$ cat src/rtl/apb_mem_slave.sv
// APB4 word-addressed RAM slave with byte-lane writes and pslverr on out-of-range addresses.
// Latency: completes WAIT_STATES+1 cycles after the setup cycle (zero-wait when WAIT_STATES=0).
// Backpressure: holds pready low for WAIT_STATES access cycles; an abandoned transfer (psel drop) is discarded.
module apb_mem_slave #(
  parameter int ADDR_WIDTH  = 8,
  parameter int DATA_WIDTH  = 32,
  parameter int DEPTH       = 16,
  parameter int WAIT_STATES = 0
) (
  input  logic                    pclk,
  input  logic                    presetn,
  input  logic                    psel,
  input  logic                    penable,
  input  logic                    pwrite,
  input  logic [ADDR_WIDTH-1:0]   paddr,
  input  logic [DATA_WIDTH-1:0]   pwdata,
  input  logic [DATA_WIDTH/8-1:0] pstrb,
  output logic [DATA_WIDTH-1:0]   prdata,
  output logic                    pready,
  output logic                    pslverr
);

  localparam int NBYTES = DATA_WIDTH / 8;
  // Index width into the array; only the low bits of paddr are kept, the
  // range check at setup already covers the upper bits.
  localparam int IDXW   = (DEPTH > 1) ? $clog2(DEPTH) : 1;

  typedef enum logic {IDLE, ACCESS} state_t;

  state_t                r_state;
  logic [3:0]            r_cnt;
  logic [IDXW-1:0]       r_idx;
  logic                  r_wr;
  logic                  r_err;
  logic [DATA_WIDTH-1:0] r_mem [DEPTH];

  logic                  w_setup;
  logic                  w_oob;
  logic                  w_ready;
  logic                  w_wr_fire;

  // Full-width compare: no aliasing, paddr == DEPTH is already out of range.
  assign w_oob     = ({1'b0, paddr} >= (ADDR_WIDTH+1)'(DEPTH));
  assign w_setup   = psel && !penable;
  // Completion is decoded purely from flops so pready never depends on bus inputs.
  assign w_ready   = (r_state == ACCESS) && (r_cnt == 4'd0);
  // The write lands on the completion edge, only while the master still holds the access phase.
  assign w_wr_fire = w_ready && psel && penable && r_wr && !r_err;

  assign pready  = w_ready;
  assign pslverr = w_ready && r_err;

  // Transfer FSM: latch the request at setup, count wait states, return to IDLE on completion or abandon.
  always_ff @(posedge pclk or negedge presetn) begin
    if (!presetn) begin
      r_state <= IDLE;
      r_cnt   <= 4'd0;
      r_idx   <= '0;
      r_wr    <= 1'b0;
      r_err   <= 1'b0;
    end else begin
      case (r_state)
        IDLE: begin
          // psel&penable without a setup phase is ignored.
          if (w_setup) begin
            r_state <= ACCESS;
            r_idx   <= paddr[IDXW-1:0];
            r_wr    <= pwrite;
            r_err   <= w_oob;
            r_cnt   <= 4'(WAIT_STATES);
          end
        end
        ACCESS: begin
          if (!psel) begin
            r_state <= IDLE;
          end else if (penable) begin
            if (r_cnt != 4'd0) begin
              r_cnt <= r_cnt - 4'd1;
            end else begin
              r_state <= IDLE;
            end
          end
        end
        default: r_state <= IDLE;
      endcase
    end
  end

  // Byte-lane write into the array; contents are deliberately not reset.
  always_ff @(posedge pclk) begin
    if (w_wr_fire) begin
      for (int i = 0; i < NBYTES; i++) begin
        if (pstrb[i]) begin
          r_mem[r_idx][8*i +: 8] <= pwdata[8*i +: 8];
        end
      end
    end
  end

  // Read data is driven only during a successful read completion, zero otherwise.
  always_comb begin
    prdata = '0;
    if (w_ready && !r_wr && !r_err) begin
      prdata = r_mem[r_idx];
    end
  end

endmodule
$ cat config.mk
export PLATFORM = sky130hd
export DESIGN_NAME = apb_mem_slave
export DESIGN_NICKNAME = d
export VERILOG_FILES = /design/src/rtl/apb_mem_slave.sv
export SDC_FILE = /design/constraint.sdc
export NUM_CORES = 1
export LEC_CHECK = 0
export CAP_MARGIN = 5
export CORE_ASPECT_RATIO = 1.5
export CORE_MARGIN = 4
export CORE_UTILIZATION = 25
export DETAILED_ROUTE_END_ITERATION = 7
export HOLD_SLACK_MARGIN = 0.15
export PLACE_DENSITY = 0.38
export RECOVER_POWER = 50
export SYNTH_ARGS = -nofsm -noshare
export SYNTH_HDL_FRONTEND = slang
export SYNTH_SLANG_ARGS = --single-unit
$ cat constraint.sdc
create_clock -name pclk -period 4.7 [get_ports pclk]
set_input_delay 0.705 -clock pclk [delete_from_list [all_inputs] [get_ports pclk]]
set_output_delay 0.705 -clock pclk [all_outputs]
set_load 0.02 [all_outputs]
After elaboration in Yosys (flattened, before gate mapping)

Memory sizes are Yosys's and may differ from the RTL's.
Cells that the tools add are included.
W data, S select, Z words.

Reduce and logical (&&, ||, !) cells: 16
Add/subtract/negate cells: 1
$lt $le $gt $ge: 1
Bitwise logic cells: 1
Muxes and demuxes: 23
Eq/ne operators: 4

Operators by type and width:

| cell                  | count |
|---|---|
| $mux W32              | 1 |
| $mux W1               | 16 |
| $mux W4               | 4 |
| $logic_and A1 B1 Y1   | 9 |
| $ge A8 B5 Y1 const B  | 1 |
| $pmux W4 S2           | 1 |
| $ne A2 B2 Y1 const B  | 3 |
| $logic_not A4 Y1      | 1 |
| $reduce_and A4 Y1     | 1 |
| $reduce_bool A4 Y1    | 1 |
| $sub A4 B1 Y4 const B | 1 |
| $logic_not A1 Y1      | 3 |
| $ne A2 B1 Y1 const B  | 1 |
| $pmux W1 S2           | 1 |
| $reduce_and A2 Y1     | 1 |
| $not A1 Y1            | 1 |

Output and inout bits: 34
Memory bits (writable): 512
Register bits after elaboration: 11
Memories kept: 1

Memories:

| memory | depth | width | rd ports | clocked after Yosys merged registers in | wr ports | RTL line | RTL |
|---|---|---|---|---|---|---|---|
| r_mem  | 16    | 32    | 1        | 0                                       | 1        | 35       | `logic [DATA_WIDTH-1:0] r_mem [DEPTH];` |

Logic depth before layout (Yosys ltp)

Gate-level depths: netlist of run 1.

Depth after elaboration: 8
Gate-level depth with buffers: 7
Mapped depth without buffers: 6

Worst setup path before layout of run 1

Ideal clock, no wire load.

Kind: register -> output
From: reg r_cnt[0]
To: out prdata[12]
Data arrival time: 1.842 ns
Buffers on the path: 1
Required time: 3.995 ns
Cell stages (with the launch flop): 8
Slack: 2.153 ns
Cells stage by stage: dfrtp_1 -> inv_1 -> ha_1 -> nand4bb_1 -> nor3_1 -> clkbuf_1 -> o211ai_1 -> nor2_1

Word-level cells in the longest chain between the ends: 5

Ends and longest elaborated chain:

| element                          | RTL line | RTL |
|---|---|---|
| from (decl)                      | 31       | `logic [3:0] r_cnt;` |
| from (signal assigned)           | 70       | `r_cnt <= 4'(WAIT_STATES);` |
| from (signal assigned)           | 78       | `r_cnt <= r_cnt - 4'd1;` |
| $logic_not A4 Y1                 | 46       | `assign w_ready = (r_state == ACCESS) && (r_cnt == 4'd0);` |
| $logic_and A1 B1 Y1              | 46       |  |
| $logic_and A1 B1 Y1 (2 in a row) | 103      | `if (w_ready && !r_wr && !r_err) begin` |
| $mux W32                         | 103      |  |
| to (decl)                        | 18       | `output logic [DATA_WIDTH-1:0] prdata,` |

No other way between the ends.

Worst setup path after layout of run 1

From: reg r_idx[2]
To: out prdata[10]

Word-level cells in the longest chain between the ends: 2

Ends and longest elaborated chain:

| element                | RTL line | RTL |
|---|---|---|
| from (decl)            | 32       | `logic [IDXW-1:0] r_idx;` |
| from (signal assigned) | 67       | `r_idx <= paddr[IDXW-1:0];` |
| $mem_v2 Z16 W32        | n/a      |  |
| $mux W32               | 103      |  |

No other way between the ends.

==> results of run 1 <==
## metrics by stage
step	area [um^2]	instances
6_report	24500	2231
5_1_grt	24500	2231
4_1_cts	24600	2231
3_5_place_dp	22800	2139
3_3_place_gp	22800	2139
2_1_floorplan	20200	998
## synthesized netlist by cell type (2+ instances only)
cell and count:
a21boi_0 2, a21oi_1 2, a22oi_1 30, and2_1 3, buf_1 2, buf_2 28
buf_4 6, clkbuf_1 21, dfrtp_1 11, edfxtp_1 512, inv_1 4, mux2_2 5
mux2i_1 65, mux4_2 98, nand2_1 19, nand2b_1 3, nand3_1 5, nand4_1 3
nor2_1 86, nor2b_1 4, nor3_1 14, o211ai_1 30, o22ai_1 31
## logic make-up after synthesis
group                    count (synthesis)  synth area share [%]
adder cells (fa/ha/maj)                  1                0.0618
buffers and inverters                   62                  1.47
AND/OR/NAND/NOR                        143                  3.09
AO/OA/AOI/OAI                          100                  3.49
flip-flops                             523                  77.4
multiplexers                           169                  14.5
## worst paths after layout
path	cells after the start	endpoint	startpoint
worst max-delay path	6	prdata[10]	r_idx[2]
worst min-delay path	1	r_cnt[0]	r_cnt[0]
worst max register to register	8	r_mem[14][17]	r_cnt[0]
worst min register to register	1	r_cnt[0]	r_cnt[0]
max in group asynchronous	1	r_idx[1]	presetn
min in group asynchronous	1	r_wr	presetn
## metal layers
layer / wire (um) / track usage [%]
met5: 0 / 0
met4: 1090 / 3.20
met3: 1660 / 1.86
met2: 28900 / 23.0
met1: 20300 / 14.1
## power groups by stage
stage	combinational, mW	clock, mW	sequential [mW]
after floorplan	0.712	0	5.23
after global placement	1.07	0	5.29
after detailed placement	1.06	0	5.29
after CTS	1.07	4.45	5.19
after global routing	1.11	4.63	5.19
final	1.03	4.30	5.18
## registers in the layout, indices dropped and copies added, names as in the netlist
register	cells
r_idx	4
r_mem	512
r_wr	1
r_err	1
r_cnt	4
r_state	1
## cell type report
type / instances / area [um^2] / area share, %
multi-input cells: 413 / 4310 / 17.6
flip-flops and latches: 523 / 15700 / 63.8
clock buffers: 60 / 1350 / 5.50
inverters: 4 / 15.0 / 0.0612
clock inverters: 32 / 400 / 1.63
repair buffers: 167 / 1520 / 6.20
well taps: 1032 / 1290 / 5.26
==> results.ini, run 1 <==
[status]
status=complete, no violations

[clocking]
root_buffer=clkbuf_16
cts_tree=yes
htree_levels=2
clk_pin_slew_ns=0.06
cts-buffers-inserted=49
postCtsSetupBuffers=0
cts_resized=0
clock_sinks=523
hold_buffers=0
worstSkewPairLatency_ns=0.59
clock_path_buffers=3

[power]
ir_drop_mv=0.271
combPwrFrac_pct=9.8
p_leak_nw=7.68
p_sw_share_pct=22.7
power_frac_seq_pct=49.3
power_mw=10.5
p_int_mw=8.13
p_switching_mw=2.38
clockPowerShare_pct=40.9
p_per_area_nw_per_um2=428

[grt]
grt_pass1_vias=10700
antenna_found_initial=3
track_usage_pct=12.1
gr-total-overflow=0
grt_first_pass_wirelength_um=75800
grt_max_degree=55

[synth]
synth_area_leaders=edfxtp_1 76%, mux4_2 11%, mux2i_1 3.2%
synth-seq-area-share_pct=77.4
synth_cells=998
synthArstFlopShare_pct=2.10
yosys_warnings=0
yosysTopAreaCellShare_pct=76.0
syn_area_um2=20200
syn_area_per_cell_um2=20.3
ys.flop_type=edfxtp_1
ys_types=37
yosys.area.top_type=edfxtp_1
yosys_register_bits=523
synth_edf_count=512
synth_nets=1048

[routing]
via_per_inst=4.43
drt_iter0_markers=640
final_antenna_net_count=0
routed-via-count=9883
firstDrtPassIters=7
wire_per_inst_um=23.3
wirelength_um=52000
drc=0

[final_layout]
fillers=7831
mostFrequentLayoutCells=512 x edfxtp_1, 98 x mux4_2, 86 x nor2_1
nets=1208
diodes=0
drive_above_1_share_pct=22.9
layout_commonest_cell=edfxtp_1
final_util_pct=30.6
syn2layout_area_growth_pct=21.3

[sta]
rsz0062_at_grt=no
holdWs_ns=0.506
setup_viol_count_final=0
fin_tns_setup_ns=0
finalHoldViolCount=0
worst_slack_ns=0.632
clock_skew_ns=0.0121
worst_slew_pin_slew_ns=0.808
fin_crit_ns=4.07
slew_headroom_pct=46.0
fmax_mhz=246
drv_slew=0
timing.final.crit_share_pct=86.6

[critical_path]
crit_fanout=21
crit_type=reg2out
critPathRequiredTime_ns=3.99
slowest_stage=clkdlybuf4s50_1
path_common_cell=buf_4
start_kind=flop
reg2reg_slack_ns=1.37
arrival_ns=3.36
crit_chain=buf_4 > or2_2 > buf_4 > o22ai_1 > nor2_1 > clkdlybuf4s50_1
end_kind=output pin
path_delay_family=buffers and inverters
path_buf_inv=3
critical-path-max-stage-delay_ns=0.66

[place]
port_buffers=82
hpwl_um=33800
gp_congestion=0.704
pre_cts_slack_ns=1.12

[flow_run]
max_cap_viol_count=0

[floorplan]
die_x_um=240
core-area_um2=80100
die_area_um2=85600
row_count=127
dieHeight_um=356
num_io_pins=83
start_util_pct=25.3

[min_path]
hold_class=reg2reg

Note: power is estimated with default switching activity, not from simulation.
==> run 2: changes to the inputs <==
--- a/config.mk
+++ b/config.mk
@@ -6,7 +6,6 @@
 export NUM_CORES = 1
 export LEC_CHECK = 0
 export CAP_MARGIN = 5
-export CORE_ASPECT_RATIO = 1.5
 export CORE_MARGIN = 4
 export CORE_UTILIZATION = 25
 export DETAILED_ROUTE_END_ITERATION = 7
==> constraint.sdc (replaced) <==
create_clock -name pclk -period 4.7 [get_ports pclk]
set_input_delay 0.705 -clock pclk [delete_from_list [all_inputs] [get_ports pclk]]
set_output_delay 0.705 -clock pclk [all_outputs]
set_load 0.05 [all_outputs]
==> run 2 against run 1 <==
Compared with the run above: the flow now finishes with violations (capacitance limit, slew limit); maximum frequency is 5.2% lower; cell count is 1.7% higher; power is 0.33% lower; clock power is 1% lower; final area hardly changed; combinational power hardly changed; critical path depth stayed put; wire length is 5.8% higher.
==> results.ini, run 2 (synthesized netlist as in run 1, its figures left out) <==
[critical_path]
slowest_stage=dfrtp_4
critPathRequiredTime_ns=3.99  ; about the same
arrival_ns=3.59  ; +0.23 ns
critical-path-max-stage-delay_ns=0.94  ; +0.28 ns
cp-startpoint=r_idx[1]
r2r-end=r_mem[4][2]
start_kind=flop
crit_type=reg2out
timing.rr.start=r_cnt[0]
crit_fanout=52  ; +150%
reg2reg_depth=7  ; -1
crit_end=prdata[9]
reg2reg_slack_ns=0.69  ; -0.68 ns
path_delay_family=buffers and inverters
crit_chain=buf_12 > mux2i_1 > a22oi_1 > o211ai_1 > nor2_1 > clkdlybuf4s50_1
path_buf_inv=2  ; -1
cp_num_cells=6  ; unchanged
end_kind=output pin

[routing]
final_antenna_net_count=0  ; unchanged
drc=0  ; unchanged
via_per_inst=4.43  ; -0.11%
firstDrtPassIters=5  ; -2
wire_per_inst_um=24.2  ; +4.0%
drt_iter0_markers=697  ; +8.9%
wirelength_um=55000  ; +5.8%
routed-via-count=10000  ; +1.6%

[power]
p_leak_nw=7.67  ; -0.17%
power_frac_seq_pct=49.6  ; +0.3 points
combPwrFrac_pct=9.9  ; about the same
clockPowerShare_pct=40.5  ; -0.4 points
power_mw=10.5  ; -0.33%
p_sw_share_pct=23.3  ; +0.60 points
p_switching_mw=2.44  ; +2.3%
ir_drop_mv=0.276  ; +1.8%
p_int_mw=8.04  ; -1.1%
p_per_area_nw_per_um2=427  ; -0.38%

[flow_run]
max_cap_viol_count=1  ; +1

[sta]
fmax_mhz=233  ; -5.2%
drv_slew=5  ; +5
finalHoldViolCount=0  ; unchanged
timing.final.crit_share_pct=91.3  ; +4.8 points
worst_slew_pin_slew_ns=1.60  ; +0.797 ns
fin_crit_ns=4.29  ; +0.225 ns
rsz0062_at_grt=no
fin_tns_setup_ns=0  ; unchanged
slew_headroom_pct=-8.46  ; -54 points
clock_skew_ns=0.0134  ; +0.00129 ns
setup_viol_count_final=0  ; unchanged

[floorplan]
die_x_um=292  ; +22%
die_area_um2=85500  ; -0.11%
num_io_pins=83  ; unchanged
dieHeight_um=292  ; -18%
start_util_pct=25.2  ; -0.10 points
core-area_um2=80400  ; +0.41%
row_count=104  ; -18%

[final_layout]
nets=1214  ; +0.50%
syn2layout_area_growth_pct=21.4  ; about the same
layout_commonest_cell=edfxtp_1
top_register=r_mem
mostFrequentLayoutCells=512 x edfxtp_1, 98 x mux4_2, 86 x nor2_1
largestRegisters=r_mem (512), r_cnt (4), r_idx (4)
drive_above_1_share_pct=22.2  ; -0.69 points
largest_register_ffs=512  ; unchanged

[grt]
track_usage_pct=12.7  ; +0.62 points
grt_pass1_vias=10700  ; +0.0093%
antenna_found_initial=5  ; +2
gr-total-overflow=0  ; unchanged
grt_first_pass_wirelength_um=79200  ; +4.4%
grt_max_degree=54  ; -1.8%

[clocking]
hold_buffers=0  ; unchanged
worstSkewPairLatency_ns=0.60  ; about the same
cts-buffers-inserted=58  ; +18%
clock_path_buffers=3  ; unchanged
clock_sinks=523  ; unchanged
cts_resized=0  ; unchanged
postCtsSetupBuffers=0  ; unchanged
clk_pin_slew_ns=0.06  ; about the same
cts_tree=yes
root_buffer=clkbuf_16
htree_levels=2  ; unchanged

[place]
hpwl_um=33100  ; -2.1%
port_buffers=82  ; unchanged
gp_congestion=0.676  ; -4.0%

[min_path]
hold_class=reg2reg

[status]
violations=capacitance limit, slew limit
status=complete, but fails checks

-- run 2: stage by stage --
stage | area (um^2) | utilization (%) | std cells | worst slack [ns] | hold WS, ns
2_1_floorplan | 20200 | - | 998 | 1.79 | 0.409
3_3_place_gp | 22800 | 28.3 | 2164 | 0.942 | 0.487
3_5_place_dp | 22800 | 28.3 | 2164 | 0.961 | 0.504
4_1_cts | 24600 | 30.5 | 2269 | 0.284 | 0.463
5_1_grt | 24600 | 30.5 | 2270 | 0.170 | 0.543
6_report | 24600 | 30.5 | 2270 | 0.407 | 0.508
-- run 2: cell type report --
class,count,area [um^2]
fillers,7852,55900
flip-flops and latches,523,15700
multi-input cells,413,4300
clock buffers,75,1580
repair buffers,164,1480
well taps,1060,1330
clock inverters,30,191
inverters,4,15.0
diodes,1,2.50
-- run 2: power groups by stage --
| stage | Sequential [mW] | Clock (mW) | Combinational (mW) |
|---|---|---|---|
| detailed placement | 5.29 | 0 | 1.08 |
| global route | 5.20 | 4.61 | 1.12 |
| global placement | 5.29 | 0 | 1.09 |
| finish | 5.19 | 4.25 | 1.04 |
| CTS | 5.19 | 4.42 | 1.08 |
| floorplan | 5.23 | 0 | 0.721 |
-- run 2: per-layer routing --
| layer | wire [um] | up-vias | part of all wire, % | track usage [%] |
|---|---|---|---|---|
| li1 | - | 4458 | - | - |
| met1 | 24600 | 5285 | 45 | 17.3 |
| met2 | 26900 | 214 | 49 | 21.2 |
| met3 | 2200 | 86 | 4.0 | 2.37 |
| met4 | 1230 | 2 | 2.2 | 3.21 |
| met5 | 12 | - | 0.022 | 0 |
-- run 2: how the worst min path moves through the flow --
stage / from / end / slack (ns) / cells after the start
6_report: r_cnt[0] / r_cnt[0] / 0.51 / 1
5_1_grt: r_cnt[0] / r_cnt[0] / 0.54 / 1
4_1_cts: presetn / r_cnt[3] / 0.46 / 1
3_5_place_dp: r_cnt[0] / r_cnt[0] / 0.50 / 1
3_3_place_gp: r_cnt[0] / r_cnt[0] / 0.49 / 1
2_1_floorplan: presetn / r_cnt[0] / 0.41 / 0
==> run 3: changes to the inputs <==
--- a/config.mk
+++ b/config.mk
@@ -8,7 +8,9 @@
 export CAP_MARGIN = 5
 export CORE_MARGIN = 4
 export CORE_UTILIZATION = 25
+export CTS_CLUSTER_DIAMETER = 40
 export DETAILED_ROUTE_END_ITERATION = 7
+export GPL_TIMING_DRIVEN = 1
 export HOLD_SLACK_MARGIN = 0.15
 export PLACE_DENSITY = 0.38
 export RECOVER_POWER = 50
==> run 3 against run 2 <==
Compared with the run above: power grew 23%; clock skew grew 0.010 ns; final area grew 5.5%; via count grew 3.0%; the run still ends with capacitance limit, slew limit left; largest cell class unchanged; sequential share of layout area shrank 3.3 points; register-to-register slack is essentially flat; core utilization grew 1.7 points; non-clock buffer count is the same; worst setup slack lost 0.041 ns; maximum frequency shrank 0.95%; global-route usage grew 0.19 points; die area is the same.
==> results.ini, run 3 (synthesized netlist as in run 1, its figures left out) <==
[routing]
final_antenna_net_count=0  ; unchanged
firstDrtPassIters=5  ; unchanged
via_per_inst=4.43  ; +0.15%
wire_per_inst_um=23.8  ; -1.6%
drt_iter0_markers=631  ; -9.5%
wirelength_um=55700  ; +1.3%
routed-via-count=10300  ; +3.0%
drc=0  ; unchanged

[clocking]
clk_pin_slew_ns=0.04  ; -0.02 ns
postCtsSetupBuffers=0  ; unchanged
cts_resized=0  ; unchanged
cts_tree=yes
clock_path_buffers=3  ; unchanged
root_buffer=clkbuf_16
hold_buffers=0  ; unchanged
worstSkewPairLatency_ns=0.63  ; +0.03 ns
clock_sinks=523  ; unchanged
cts-buffers-inserted=90  ; +55%
htree_levels=3  ; +1

[power]
p_leak_nw=8.30  ; +8.2%
p_int_mw=9.92  ; +23%
combPwrFrac_pct=8.1  ; -1.8 points
clockPowerShare_pct=51.6  ; +11 points
p_switching_mw=2.97  ; +22%
ir_drop_mv=0.289  ; +4.8%
p_per_area_nw_per_um2=498  ; +17%
power_frac_seq_pct=40.3  ; -9.3 points
p_sw_share_pct=23.1  ; -0.21 points

[floorplan]
die_area_um2=85500  ; unchanged
start_util_pct=25.2  ; unchanged
dieHeight_um=292  ; unchanged
core-area_um2=80400  ; unchanged
row_count=104  ; unchanged
die_x_um=292  ; unchanged
num_io_pins=83  ; unchanged

[final_layout]
layout_commonest_cell=edfxtp_1
drive_above_1_share_pct=26.7  ; +4.5 points
top_register=r_mem
mostFrequentLayoutCells=512 x edfxtp_1, 98 x mux4_2, 92 x clkbuf_16
syn2layout_area_growth_pct=28.0
nets=1246  ; +2.6%
largest_register_ffs=512  ; unchanged
largestRegisters=r_mem (512), r_cnt (4), r_idx (4)

[critical_path]
path_buf_inv=2  ; unchanged
slowest_stage=dfrtp_4
critPathRequiredTime_ns=3.99  ; about the same
crit_fanout=46  ; -12%
crit_type=reg2out
path_delay_family=buffers and inverters
end_kind=output pin
critical-path-max-stage-delay_ns=0.95  ; about the same
crit_chain=buf_4 > mux2i_1 > a22oi_1 > o211ai_1 > nor2_1 > clkdlybuf4s50_1
start_kind=flop
arrival_ns=3.63  ; +0.04 ns

[sta]
clock_skew_ns=0.0237  ; +0.0102 ns
fmax_mhz=231  ; -0.95%
drv_slew=5  ; unchanged
rsz0062_at_grt=no
finalHoldViolCount=0  ; unchanged
fin_tns_setup_ns=0  ; unchanged
timing.final.crit_share_pct=92.2  ; +0.87 points
slew_headroom_pct=-9.34  ; -0.88 points
worst_slew_pin_slew_ns=1.62  ; +0.0130 ns
worst_slack_ns=0.366  ; -0.0411 ns
holdWs_ns=0.507  ; -0.000950 ns
setup_viol_count_final=0  ; unchanged
fin_crit_ns=4.33  ; +0.0411 ns

[grt]
grt_first_pass_wirelength_um=80200  ; +1.3%
gr-total-overflow=0  ; unchanged
antenna_found_initial=5  ; unchanged
grt_pass1_vias=11100  ; +3.3%
track_usage_pct=12.9  ; +0.19 points
grt_max_degree=54  ; unchanged

[status]
violations=capacitance limit, slew limit
status=complete, but fails checks

[flow_run]
max_cap_viol_count=1  ; unchanged

[min_path]
hold_class=reg2reg

[place]
pre_cts_slack_ns=0.961  ; unchanged
port_buffers=82  ; unchanged
gp_congestion=0.676  ; unchanged
hpwl_um=33100  ; unchanged

## run 3: cell types whose count changed in the layout (fill, tap and decap cells not counted)
cell | before | now
clkbuf_1 | 15 | 16
diode_2 | 1 | 2
inv_16 | 0 | 1
clkinv_1 | 16 | 7
clkbuf_16 | 61 | 92
clkinv_2 | 8 | 9
clkinv_8 | 0 | 1
bufinv_16 | 2 | 13
clkinvlp_4 | 3 | 11
inv_6 | 0 | 9
clkinv_4 | 1 | 11
## run 3: power by group through the flow
stage                     combinational, mW  sequential [mW]  clock, mW
after global routing                   1.12             5.20       7.06
after global placement                 1.09             5.29          0
after CTS                              1.08             5.20       6.83
after detailed placement               1.08             5.29          0
after floorplan                       0.721             5.23          0
final                                  1.04             5.20       6.66
## run 3: cell type report
| cell class | instances | area (um^2) |
|---|---|---|
| Antenna cell | 2 | 5.00 |
| Clock inverter | 62 | 756 |
| Timing Repair Buffer | 164 | 1480 |
| Multi-Input combinational cell | 413 | 4300 |
| Inverter | 4 | 15.0 |
| Tap cell | 1060 | 1330 |
| Fill cell | 7758 | 54500 |
| Sequential cell | 523 | 15700 |
| Clock buffer | 107 | 2360 |
## run 3: final timing paths
check	cells after the start	to	slack (ns)	start
min in group asynchronous	1	r_wr	0.55	presetn
worst min-delay path	1	r_cnt[0]	0.51	r_cnt[0]
worst min register to register	1	r_cnt[0]	0.51	r_cnt[0]
worst max-delay path	6	prdata[22]	0.37	r_idx[1]
max in group asynchronous	1	r_idx[1]	3.68	presetn
worst max register to register	7	r_mem[4][4]	0.69	r_cnt[0]
## run 3: per-layer routing
| metal | wire length (um) | vias to the layer above | global-route usage [%] | share of wire (%) |
|---|---|---|---|---|
| li1 | - | 4563 | - | - |
| met3 | 2480 | 82 | 2.93 | 4.4 |
| met2 | 27200 | 237 | 21.2 | 49 |
| met4 | 1220 | 2 | 4.10 | 2.2 |
| met5 | 12 | - | 0 | 0.022 |
| met1 | 24800 | 5464 | 17.1 | 45 |
## run 3: stage by stage
step / instance area, um^2 / power (mW) / util, % / std cells
after global routing: 25900 / 13.4 / 32.2 / 2334
after CTS: 25900 / 13.1 / 32.2 / 2333
after floorplan: 20200 / 5.95 / - / 998
after global placement: 22800 / 6.38 / 28.3 / 2164
after detailed placement: 22800 / 6.37 / 28.3 / 2164
final: 25900 / 12.9 / 32.2 / 2335
